<file path="config.mk">
export PLATFORM = sky130hd
export DESIGN_NAME = ps2_device
export DESIGN_NICKNAME = d
export VERILOG_FILES = /design/src/rtl/ps2_device.sv
export SDC_FILE = /design/constraint.sdc
export NUM_CORES = 1
export LEC_CHECK = 0
export BUFFER_PORTS_ARGS = -buffer_cell sky130_fd_sc_hd__buf_2
export CAP_MARGIN = 10
export CELL_PAD_IN_SITES_DETAIL_PLACEMENT = 0
export CELL_PAD_IN_SITES_GLOBAL_PLACEMENT = 1
export CORE_MARGIN = 2
export CORE_UTILIZATION = 45
export CTS_CLUSTER_DIAMETER = 30
export DETAILED_ROUTE_END_ITERATION = 16
export PLACE_DENSITY = 0.78
export RECOVER_POWER = 50
export SLEW_MARGIN = 20
export SYNTH_ARGS = -nofsm -noshare
export SYNTH_HDL_FRONTEND = slang
export SYNTH_SLANG_ARGS = --single-unit
</file>
<file path="constraint.sdc">
create_clock -name clk -period 3.9 [get_ports clk]
set_input_delay 1.17 -clock clk [delete_from_list [all_inputs] [get_ports clk]]
set_output_delay 1.17 -clock clk [all_outputs]
set_load 0.05 [all_outputs]
</file>
<file path="src/rtl/ps2_device.sv">
// PS/2 device-side endpoint: generates the PS/2 clock, sends device-to-host
// frames (start, d0..d7, odd parity, stop) and receives host-to-device
// commands after a request-to-send, acknowledging frames with good parity.
module ps2_device #(
  parameter int HALF_CYCLES = 2000,
  parameter int IDLE_CYCLES = 2500
) (
  input  logic       clk,
  input  logic       reset,
  input  logic       ps2_clk_d,
  input  logic       ps2_data_d,
  output logic       ps2_clk_q,
  output logic       ps2_data_q,
  input  logic [7:0] tx_data,
  input  logic       tx_req,
  output logic       tx_busy,
  output logic [7:0] rx_data,
  output logic       rx_ready,
  output logic       rx_error
);

  localparam int HCW = (HALF_CYCLES > 1) ? $clog2(HALF_CYCLES) : 1;
  localparam int ICW = $clog2(IDLE_CYCLES + 1);
  localparam logic [HCW-1:0] HC_LAST = HCW'(HALF_CYCLES - 1);
  localparam logic [HCW-1:0] HC_INH  = HCW'(3);
  localparam logic [ICW-1:0] IC_MAX  = ICW'(IDLE_CYCLES);

  typedef enum logic [2:0] {
    S_IDLE    = 3'd0,
    S_TX      = 3'd1,
    S_TX_TAIL = 3'd2,
    S_RX      = 3'd3,
    S_RX_ACK  = 3'd4,
    S_RX_TAIL = 3'd5
  } state_t;

  logic [1:0]     clk_sync_q;
  logic [1:0]     data_sync_q;
  logic [ICW-1:0] idle_cnt_q;
  state_t         state_q;
  logic [HCW-1:0] hcnt_q;
  logic           phase_low_q;
  logic [3:0]     bit_cnt_q;
  logic [7:0]     tx_byte_q;
  logic           tx_busy_q;
  logic           tx_armed_q;
  logic [9:0]     rx_shift_q;
  logic [7:0]     rx_data_q;
  logic           rx_ready_q;
  logic           rx_error_q;
  logic           clk_drv_q;
  logic           data_drv_q;

  logic line_clk;
  logic line_data;
  logic bus_idle;
  logic half_end;

  assign line_clk  = clk_sync_q[1];
  assign line_data = data_sync_q[1];
  assign bus_idle  = (idle_cnt_q == IC_MAX);
  assign half_end  = (hcnt_q == HC_LAST);

  assign ps2_clk_q  = clk_drv_q;
  assign ps2_data_q = data_drv_q;
  assign tx_busy    = tx_busy_q;
  assign rx_data    = rx_data_q;
  assign rx_ready   = rx_ready_q;
  assign rx_error   = rx_error_q;

  // Odd parity over a data byte.
  function automatic logic odd_parity(input logic [7:0] b);
    return ~^b;
  endfunction

  // Line level of frame bit idx (0 = start ... 10 = stop).
  function automatic logic frame_bit(input logic [7:0] b, input logic [3:0] idx);
    logic [10:0] f;
    f = {1'b1, odd_parity(b), b, 1'b0};
    if (idx > 4'd10) begin
      return 1'b1;
    end else begin
      return f[idx];
    end
  endfunction

  // Two-flop synchronisers for both PS/2 pins (idle level is high).
  always_ff @(posedge clk) begin
    if (reset) begin
      clk_sync_q  <= 2'b11;
      data_sync_q <= 2'b11;
    end else begin
      clk_sync_q  <= {clk_sync_q[0], ps2_clk_d};
      data_sync_q <= {data_sync_q[0], ps2_data_d};
    end
  end

  // Saturating counter of cycles with both synced lines high.
  always_ff @(posedge clk) begin
    if (reset) begin
      idle_cnt_q <= '0;
    end else if (!(line_clk && line_data)) begin
      idle_cnt_q <= '0;
    end else if (idle_cnt_q != IC_MAX) begin
      idle_cnt_q <= idle_cnt_q + ICW'(1);
    end else begin
      idle_cnt_q <= idle_cnt_q;
    end
  end

  // Protocol FSM: idle arbitration, transmit, receive and acknowledge.
  always_ff @(posedge clk) begin
    if (reset) begin
      state_q     <= S_IDLE;
      hcnt_q      <= '0;
      phase_low_q <= 1'b0;
      bit_cnt_q   <= 4'd0;
      tx_byte_q   <= 8'h00;
      tx_busy_q   <= 1'b0;
      tx_armed_q  <= 1'b0;
      rx_shift_q  <= 10'h000;
      rx_data_q   <= 8'h00;
      rx_ready_q  <= 1'b0;
      rx_error_q  <= 1'b0;
      clk_drv_q   <= 1'b1;
      data_drv_q  <= 1'b1;
    end else begin
      rx_ready_q <= 1'b0;
      rx_error_q <= 1'b0;
      case (state_q)
        S_IDLE: begin
          clk_drv_q   <= 1'b1;
          data_drv_q  <= 1'b1;
          hcnt_q      <= '0;
          phase_low_q <= 1'b0;
          bit_cnt_q   <= 4'd0;
          if (tx_req && !tx_busy_q) begin
            tx_byte_q <= tx_data;
            tx_busy_q <= 1'b1;
          end
          // Launch one cycle after the latch so an RTS that arrived with the
          // request (still inside the synchroniser) gets priority.
          tx_armed_q <= tx_busy_q;
          if (!line_data && line_clk) begin
            state_q <= S_RX;
          end else if (tx_busy_q && tx_armed_q && bus_idle) begin
            state_q    <= S_TX;
            data_drv_q <= 1'b0;
          end
        end
        S_TX: begin
          if (clk_drv_q && !line_clk && (hcnt_q >= HC_INH) && (bit_cnt_q < 4'd9)) begin
            // Host inhibit: abandon the frame but keep the byte for a resend.
            clk_drv_q  <= 1'b1;
            data_drv_q <= 1'b1;
            hcnt_q     <= '0;
            state_q    <= S_IDLE;
          end else if (half_end) begin
            hcnt_q <= '0;
            if (!phase_low_q) begin
              phase_low_q <= 1'b1;
              clk_drv_q   <= 1'b0;
            end else if (bit_cnt_q == 4'd10) begin
              phase_low_q <= 1'b0;
              clk_drv_q   <= 1'b1;
              data_drv_q  <= 1'b1;
              state_q     <= S_TX_TAIL;
            end else begin
              phase_low_q <= 1'b0;
              clk_drv_q   <= 1'b1;
              bit_cnt_q   <= bit_cnt_q + 4'd1;
              data_drv_q  <= frame_bit(tx_byte_q, bit_cnt_q + 4'd1);
            end
          end else begin
            hcnt_q <= hcnt_q + HCW'(1);
          end
        end
        S_TX_TAIL: begin
          if (half_end) begin
            hcnt_q    <= '0;
            tx_busy_q <= 1'b0;
            state_q   <= S_IDLE;
          end else begin
            hcnt_q <= hcnt_q + HCW'(1);
          end
        end
        S_RX: begin
          if (half_end) begin
            hcnt_q <= '0;
            if (!phase_low_q) begin
              rx_shift_q  <= {line_data, rx_shift_q[9:1]};
              phase_low_q <= 1'b1;
              clk_drv_q   <= 1'b0;
            end else if (bit_cnt_q == 4'd9) begin
              phase_low_q <= 1'b0;
              clk_drv_q   <= 1'b1;
              if (rx_shift_q[9] && (rx_shift_q[8] == odd_parity(rx_shift_q[7:0]))) begin
                data_drv_q <= 1'b0;
                state_q    <= S_RX_ACK;
              end else begin
                rx_error_q <= 1'b1;
                state_q    <= S_RX_TAIL;
              end
            end else begin
              phase_low_q <= 1'b0;
              clk_drv_q   <= 1'b1;
              bit_cnt_q   <= bit_cnt_q + 4'd1;
            end
          end else begin
            hcnt_q <= hcnt_q + HCW'(1);
          end
        end
        S_RX_ACK: begin
          if (half_end) begin
            hcnt_q <= '0;
            if (!phase_low_q) begin
              phase_low_q <= 1'b1;
              clk_drv_q   <= 1'b0;
            end else begin
              phase_low_q <= 1'b0;
              clk_drv_q   <= 1'b1;
              data_drv_q  <= 1'b1;
              rx_data_q   <= rx_shift_q[7:0];
              rx_ready_q  <= 1'b1;
              state_q     <= S_RX_TAIL;
            end
          end else begin
            hcnt_q <= hcnt_q + HCW'(1);
          end
        end
        S_RX_TAIL: begin
          if (half_end) begin
            hcnt_q  <= '0;
            state_q <= S_IDLE;
          end else begin
            hcnt_q <= hcnt_q + HCW'(1);
          end
        end
        default: begin
          clk_drv_q  <= 1'b1;
          data_drv_q <= 1'b1;
          hcnt_q     <= '0;
          state_q    <= S_IDLE;
        end
      endcase
    end
  end

endmodule

</file>
* After elaboration in Yosys (flattened, before gate mapping) *
Index checks and enable logic that the tools add are counted.
Widths: inputs -> output; s select.

storage, ports and cells
  flip-flop bits (word level) = 67
  output and inout port bits = 13
  memories kept = 0
  ROM bits = 0
  input bits = 13
  latch bits = 0
  word-level logic and storage cells = 144
  RAM bits = 0

operators by class
  shifts and indexed selects = 0
  divide/modulo/power cells = 0
  equality and inequality tests = 29
  bitwise operators = 7
  magnitude comparators = 4
  multiply operators = 0
  $add $sub $neg = 3
  reduce and logical (&&, ||, !) cells = 32
  muxes and demuxes = 53

operators with widths
  kind                   number
  $mux 3                 12
  $mux 4                 7
  $ne 2x2->1 const B     13
  $mux 1                 24
  $mux 11                2
  $pmux 11 s2            1
  $reduce_xnor 8->1      2
  $pmux 3 s5             1
  $add 12x1->12 const B  1
  $eq 12x12->1 const B   1
  $ne 12x12->1 const B   1
  $ne 3x3->1 const B     4
  $pmux 4 s3             1
  $add 11x1->11 const B  1
  $eq 11x11->1 const B   1
  $ge 11x2->1 const B    1
  $reduce_and 10->1      1
  $logic_and 1x1->1      9
  $reduce_and 3->1       3
  $reduce_and 9->1       1
  $eq 4x4->1 const B     2
  $reduce_and 8->1       1
  $not 1->1              7
  $eq 3x2->1 const B     2
  21 further kinds       29

* Depth between registers and ports, before layout *
  word-level depth = 9
  mapped depth = 10
  gate-level depth less buffers = 8

* Worst setup path after synthesis *
No wires, ideal clock.

  path type = reg-to-reg
  start point = register bit_cnt_q[0]
  end point = register data_drv_q (netlist: ps2_data_q)
  arrival time = 2.246 ns
  required time = 3.763 ns
  path slack = 1.517 ns
  setup time = 0.137 ns
  buffers on the path = 2
  cell stages (with the launch flop) = 10
  cell sequence = dfxtp_1 -> clkbuf_1 -> inv_1 -> ha_1 -> clkbuf_1 -> mux4_2 -> o211a_1 -> o21ai_0 -> and4_1 -> mux2i_1

between the ends
  longest elaborated chain between the ends = 9

RTL lines
  element                       RTL line  RTL
  from (decl)                   43        logic [3:0] bit_cnt_q;
  from (signal assigned)        171       bit_cnt_q <= bit_cnt_q + 4'd1;
  from (signal assigned)        207       bit_cnt_q <= bit_cnt_q + 4'd1;
  $add 4x1->4                   172       data_drv_q <= frame_bit(tx_byte_q, bit_cnt_q + 4'd1);
  $bmux 1 s4                    83        return f[idx];
  $mux 1 (implied by the code)  83
  $mux 1                        80        if (idx > 4'd10) begin
  $mux 1                        163       end else if (bit_cnt_q == 4'd10) begin
  $mux 1                        160       if (!phase_low_q) begin
  $mux 1                        158       end else if (half_end) begin
  $mux 1                        152       if (clk_drv_q && !line_clk && (hcnt_q >= HC_INH) && (bit_cnt_q < 4'd9)) begin
  $pmux 1 s5                    130       case (state_q)
  to (signal assigned)          172
  to (decl)                     52        logic data_drv_q;

Several ways; a longest one is shown, not always the timed one. The select of a mux whose other input is x is not followed.
A chain may end at the register's enable or synchronous reset.

* Worst setup path in the final report *
  start point = input reset
  end point = register rx_error_q (netlist: rx_error)

between the ends
  longest elaborated chain between the ends = 1

RTL lines
  element                    RTL line  RTL
  from (decl)                9         input logic reset,
  $reduce_or 5->1 (no line)  n/a
  to (signal assigned)       124       rx_error_q <= 1'b0;
  to (signal assigned)       129       rx_error_q <= 1'b0;
  to (signal assigned)       201       rx_error_q <= 1'b1;
  to (decl)                  50        logic rx_error_q;

Every way passes these cells.

==> impl_metrics.sql <==
INSERT INTO impl_metrics (metric_group, metric, value, unit) VALUES
('synth', 'synth_async_sr_flop_share', '0', ''),
('floorplanning', 'die_area', '8010', 'um2'),
('power', 'total_power', '1.83', 'mW'),
('synth', 'synthDistinctLibCells', '59', ''),
('cts', 'cts.htree.levels', '3', ''),
('sta', 'report.final.setup_viol', '0', ''),
('detailed_routing', 'via_per_inst', '5.15', ''),
('sta', 'hold_viol', '0', ''),
('synth', 'synth_area', '3290', 'um2'),
('cts', 'clk_latency', '0.34', 'ns'),
('min_path', 'worst_hold_path_type', 'flop to flop', ''),
('placed_design', 'place_ws', '1.49', 'ns'),
('critical_path', 'cpMostUsedCell', 'sky130_fd_sc_hd__clkbuf_1', ''),
('power', 'power_density', '502', 'nW/um2'),
('cts', 'root_buffer', 'sky130_fd_sc_hd__clkbuf_8', ''),
('power', 'comb_power_share', '0.220', ''),
('cells_and_area', 'final_net_count', '411', ''),
('detailed_routing', 'detailedRoute.firstPassIterationCount', '4', ''),
('sta', 'achievable-frequency', '0.356', 'GHz'),
('cells_and_area', 'instances_no_fill', '495', ''),
('cells_and_area', 'drive_gt1_frac', '0.119', ''),
('detailed_routing', 'detail-route-antenna-nets', '0', ''),
('sta', 'max_slew_margin_vs_limit', '0.299', ''),
('sta', 'total_negative_setup_slack', '0', 'ns'),
('critical_path', 'worst_setup_path_start_kind', 'input pin', ''),
('cts', 'post_cts.resized_instances', '0', ''),
('power', 'p_switching', '577', 'uW'),
('outcome', 'outcome', 'completed', ''),
('floorplanning', 'die_w', '89.5', 'um'),
('detailed_routing', 'post-route-drc-count', '0', ''),
('cells_and_area', 'layout_commonest_cell', 'sky130_fd_sc_hd__dfxtp_1', ''),
('detailed_routing', 'postRouteWirelength', '6360', 'um'),
('cts', 'number_of_buffers_on_the_longest_clock_path', '2', ''),
('detailed_routing', 'post_drt_wl_per_cell', '12.9', 'um'),
('synth', 'yosysSeqAreaShare', '0.408', ''),
('global_route', 'grt_overflow', '0', ''),
('cells_and_area', 'mostFrequentLayoutCells', '67 x sky130_fd_sc_hd__dfxtp_1, 47 x sky130_fd_sc_hd__nor2_1, 35 x sky130_fd_sc_hd__nand2_1, 23 x sky130_fd_sc_hd__a21oi_1, 23 x sky130_fd_sc_hd__mux2i_1', ''),
('power', 'internal_power', '1.26', 'mW'),
('power', 'vdd_drop_max', '216', 'uV'),
('cts', 'tritoncts.num_buffers', '9', ''),
('detailed_routing', 'vias', '2549', ''),
('detailed_routing', 'drt-initial-drc-count', '132', ''),
('placed_design', 'placed_cells_incl_taps', '479', ''),
('global_route', 'grt_antenna_before_repair', '0', ''),
('critical_path', 'worst-path-max-fanout', '26', ''),
('critical_path', 'end_kind', 'flop', ''),
('floorplanning', 'die-height', '89.5', 'um'),
('critical_path', 'worstPathCellList', 'clkbuf_1, clkbuf_1, nor2_1, and3_1', ''),
('power', 'share_clk_of_total_power', '0.352', ''),
('cts', 'numClockSinks', '67', ''),
('global_route', 'vias_in_the_first_global_route', '2274', ''),
('critical_path', 'setup.reg_to_reg.worst_slack', '1.48', 'ns'),
('global_route', 'grt_use_total', '0.169', ''),
('global_route', 'grt_start_max_net_pins', '27', ''),
('critical_path', 'critPathMaxStageDelay', '0.85', 'ns'),
('sta', 'timing_max_transition_violations_final', '0', ''),
('floorplanning', 'io_pins', '26', ''),
('sta', 'finClkSkew', '0.0140', 'ns'),
('synth', 'synthesis.nets', '391', ''),
('critical_path', 'worst_ep_required_time', '4.13', 'ns'),
('job', 'number_of_max_cap_violations', '0', ''),
('synth', 'synth_seq_cells', '67', ''),
('cts', 'cts-hold-fix-buffers', '0', ''),
('cts', 'tritoncts', 'built', ''),
('power', 'leak_pwr', '1.42', 'nW'),
('sta', 'worst_hold_slack', '0.420', 'ns'),
('floorplanning', 'start_util', '0.458', ''),
('sta', 'period_needed', '2.81', 'ns'),
('cts', 'worst_setup_hold_path_clk_slew', '0.09', 'ns'),
('sta', 'postLayoutSetupSlackWorst', '1.09', 'ns'),
('synth', 'postSynth.topFlopCell', 'sky130_fd_sc_hd__dfxtp_1', '');
==> path summary, 6_finish.rpt <==
check                   end      startpoint  cells past startpoint
min          data_sync_q[1]  data_sync_q[0]                      1
max                rx_error           reset                      4
min reg2reg  data_sync_q[1]  data_sync_q[0]                      1
max reg2reg      ps2_data_q       hcnt_q[0]                      6
==> synthesized netlist by cell type, types with 2 or more instances <==
library cell | n | area (um2)
sky130_fd_sc_hd__xor2_1 | 10 | 87.6
sky130_fd_sc_hd__a21o_1 | 2 | 15.0
sky130_fd_sc_hd__or3_1 | 5 | 31.3
sky130_fd_sc_hd__a2111oi_0 | 2 | 17.5
sky130_fd_sc_hd__nor3_1 | 13 | 65.1
sky130_fd_sc_hd__a211o_1 | 2 | 17.5
sky130_fd_sc_hd__and3_1 | 5 | 31.3
sky130_fd_sc_hd__clkbuf_1 | 12 | 45.0
sky130_fd_sc_hd__nand2b_1 | 4 | 25.0
sky130_fd_sc_hd__o22ai_1 | 4 | 25.0
sky130_fd_sc_hd__ha_1 | 7 | 87.6
sky130_fd_sc_hd__o21ai_0 | 8 | 40.0
sky130_fd_sc_hd__dfxtp_1 | 67 | 1340
sky130_fd_sc_hd__nor4_1 | 3 | 18.8
sky130_fd_sc_hd__or2_2 | 5 | 31.3
sky130_fd_sc_hd__mux2i_1 | 23 | 230
sky130_fd_sc_hd__nor2_1 | 47 | 176
sky130_fd_sc_hd__a21oi_1 | 23 | 115
sky130_fd_sc_hd__inv_1 | 8 | 30.0
sky130_fd_sc_hd__xnor2_1 | 21 | 184
sky130_fd_sc_hd__nand2_1 | 35 | 131
sky130_fd_sc_hd__nor4b_1 | 3 | 26.3
sky130_fd_sc_hd__nor3b_1 | 2 | 15.0
sky130_fd_sc_hd__nand3_1 | 16 | 80.1
sky130_fd_sc_hd__nand4_1 | 6 | 37.5
sky130_fd_sc_hd__a211oi_1 | 2 | 15.0
sky130_fd_sc_hd__and3b_1 | 2 | 17.5
sky130_fd_sc_hd__nor2b_1 | 2 | 12.5
sky130_fd_sc_hd__clkbuf_8 | 2 | 27.5
==> power groups by stage <==
stage | combinational (mW) | sequential [mW] | clock, mW
global route | 0.451 | 0.793 | 0.688
floorplan | 0.342 | 0.781 | 0
detailed placement | 0.406 | 0.798 | 0
CTS | 0.408 | 0.783 | 0.662
global placement | 0.404 | 0.798 | 0
finish | 0.404 | 0.784 | 0.645
==> through the flow <==
stage          cell area (um2)  utilization
2_1_floorplan             3290            -
3_3_place_gp              3450        0.481
3_5_place_dp              3450        0.481
4_1_cts                   3670        0.512
5_1_grt                   3650        0.509
6_report                  3650        0.509
==> cells by family after synthesis <==
family          Yosys count  share of synthesized area
simple gates            163                      0.260
flops                    67                      0.408
compound gates           53                      0.101
xor+xnor                 32                     0.0894
buf+inv                  25                     0.0381
mux                      24                     0.0769
fa+ha+maj                 7                     0.0266
==> sequential cells by signal (all words and copies together) (netlist names) <==
register / count
tx_busy: 1
rx_error: 1
idle_cnt_q: 12
phase_low_q: 1
rx_shift_q: 10
ps2_data_q: 1
ps2_clk_q: 1
tx_byte_q: 8
hcnt_q: 11
bit_cnt_q: 4
rx_ready: 1
clk_sync_q: 2
tx_armed_q: 1
data_sync_q: 2
rx_data: 8
state_q: 3
==> worst max-delay path: cells and delay by family <==
family                 cells  cell delay [ns]
AND/OR/NAND/NOR            2             0.33
buffers and inverters      2             1.53
==> metal layers <==
metal,share of wire,track usage
met4,0.0079,0.0665
met2,0.46,0.260
met1,0.50,0.234
met3,0.035,0.0342
met5,0,0
==> final cells by class <==
cell class	instances	area, um2
tap	99	124
clock inverter	7	98.8
fill	704	3530
sequential	67	1340
timing repair buffer	26	115
inverter	8	30.0
multi-input combinational	279	1820
clock buffer	9	124
Note: power is estimated with default switching activity, not from simulation.
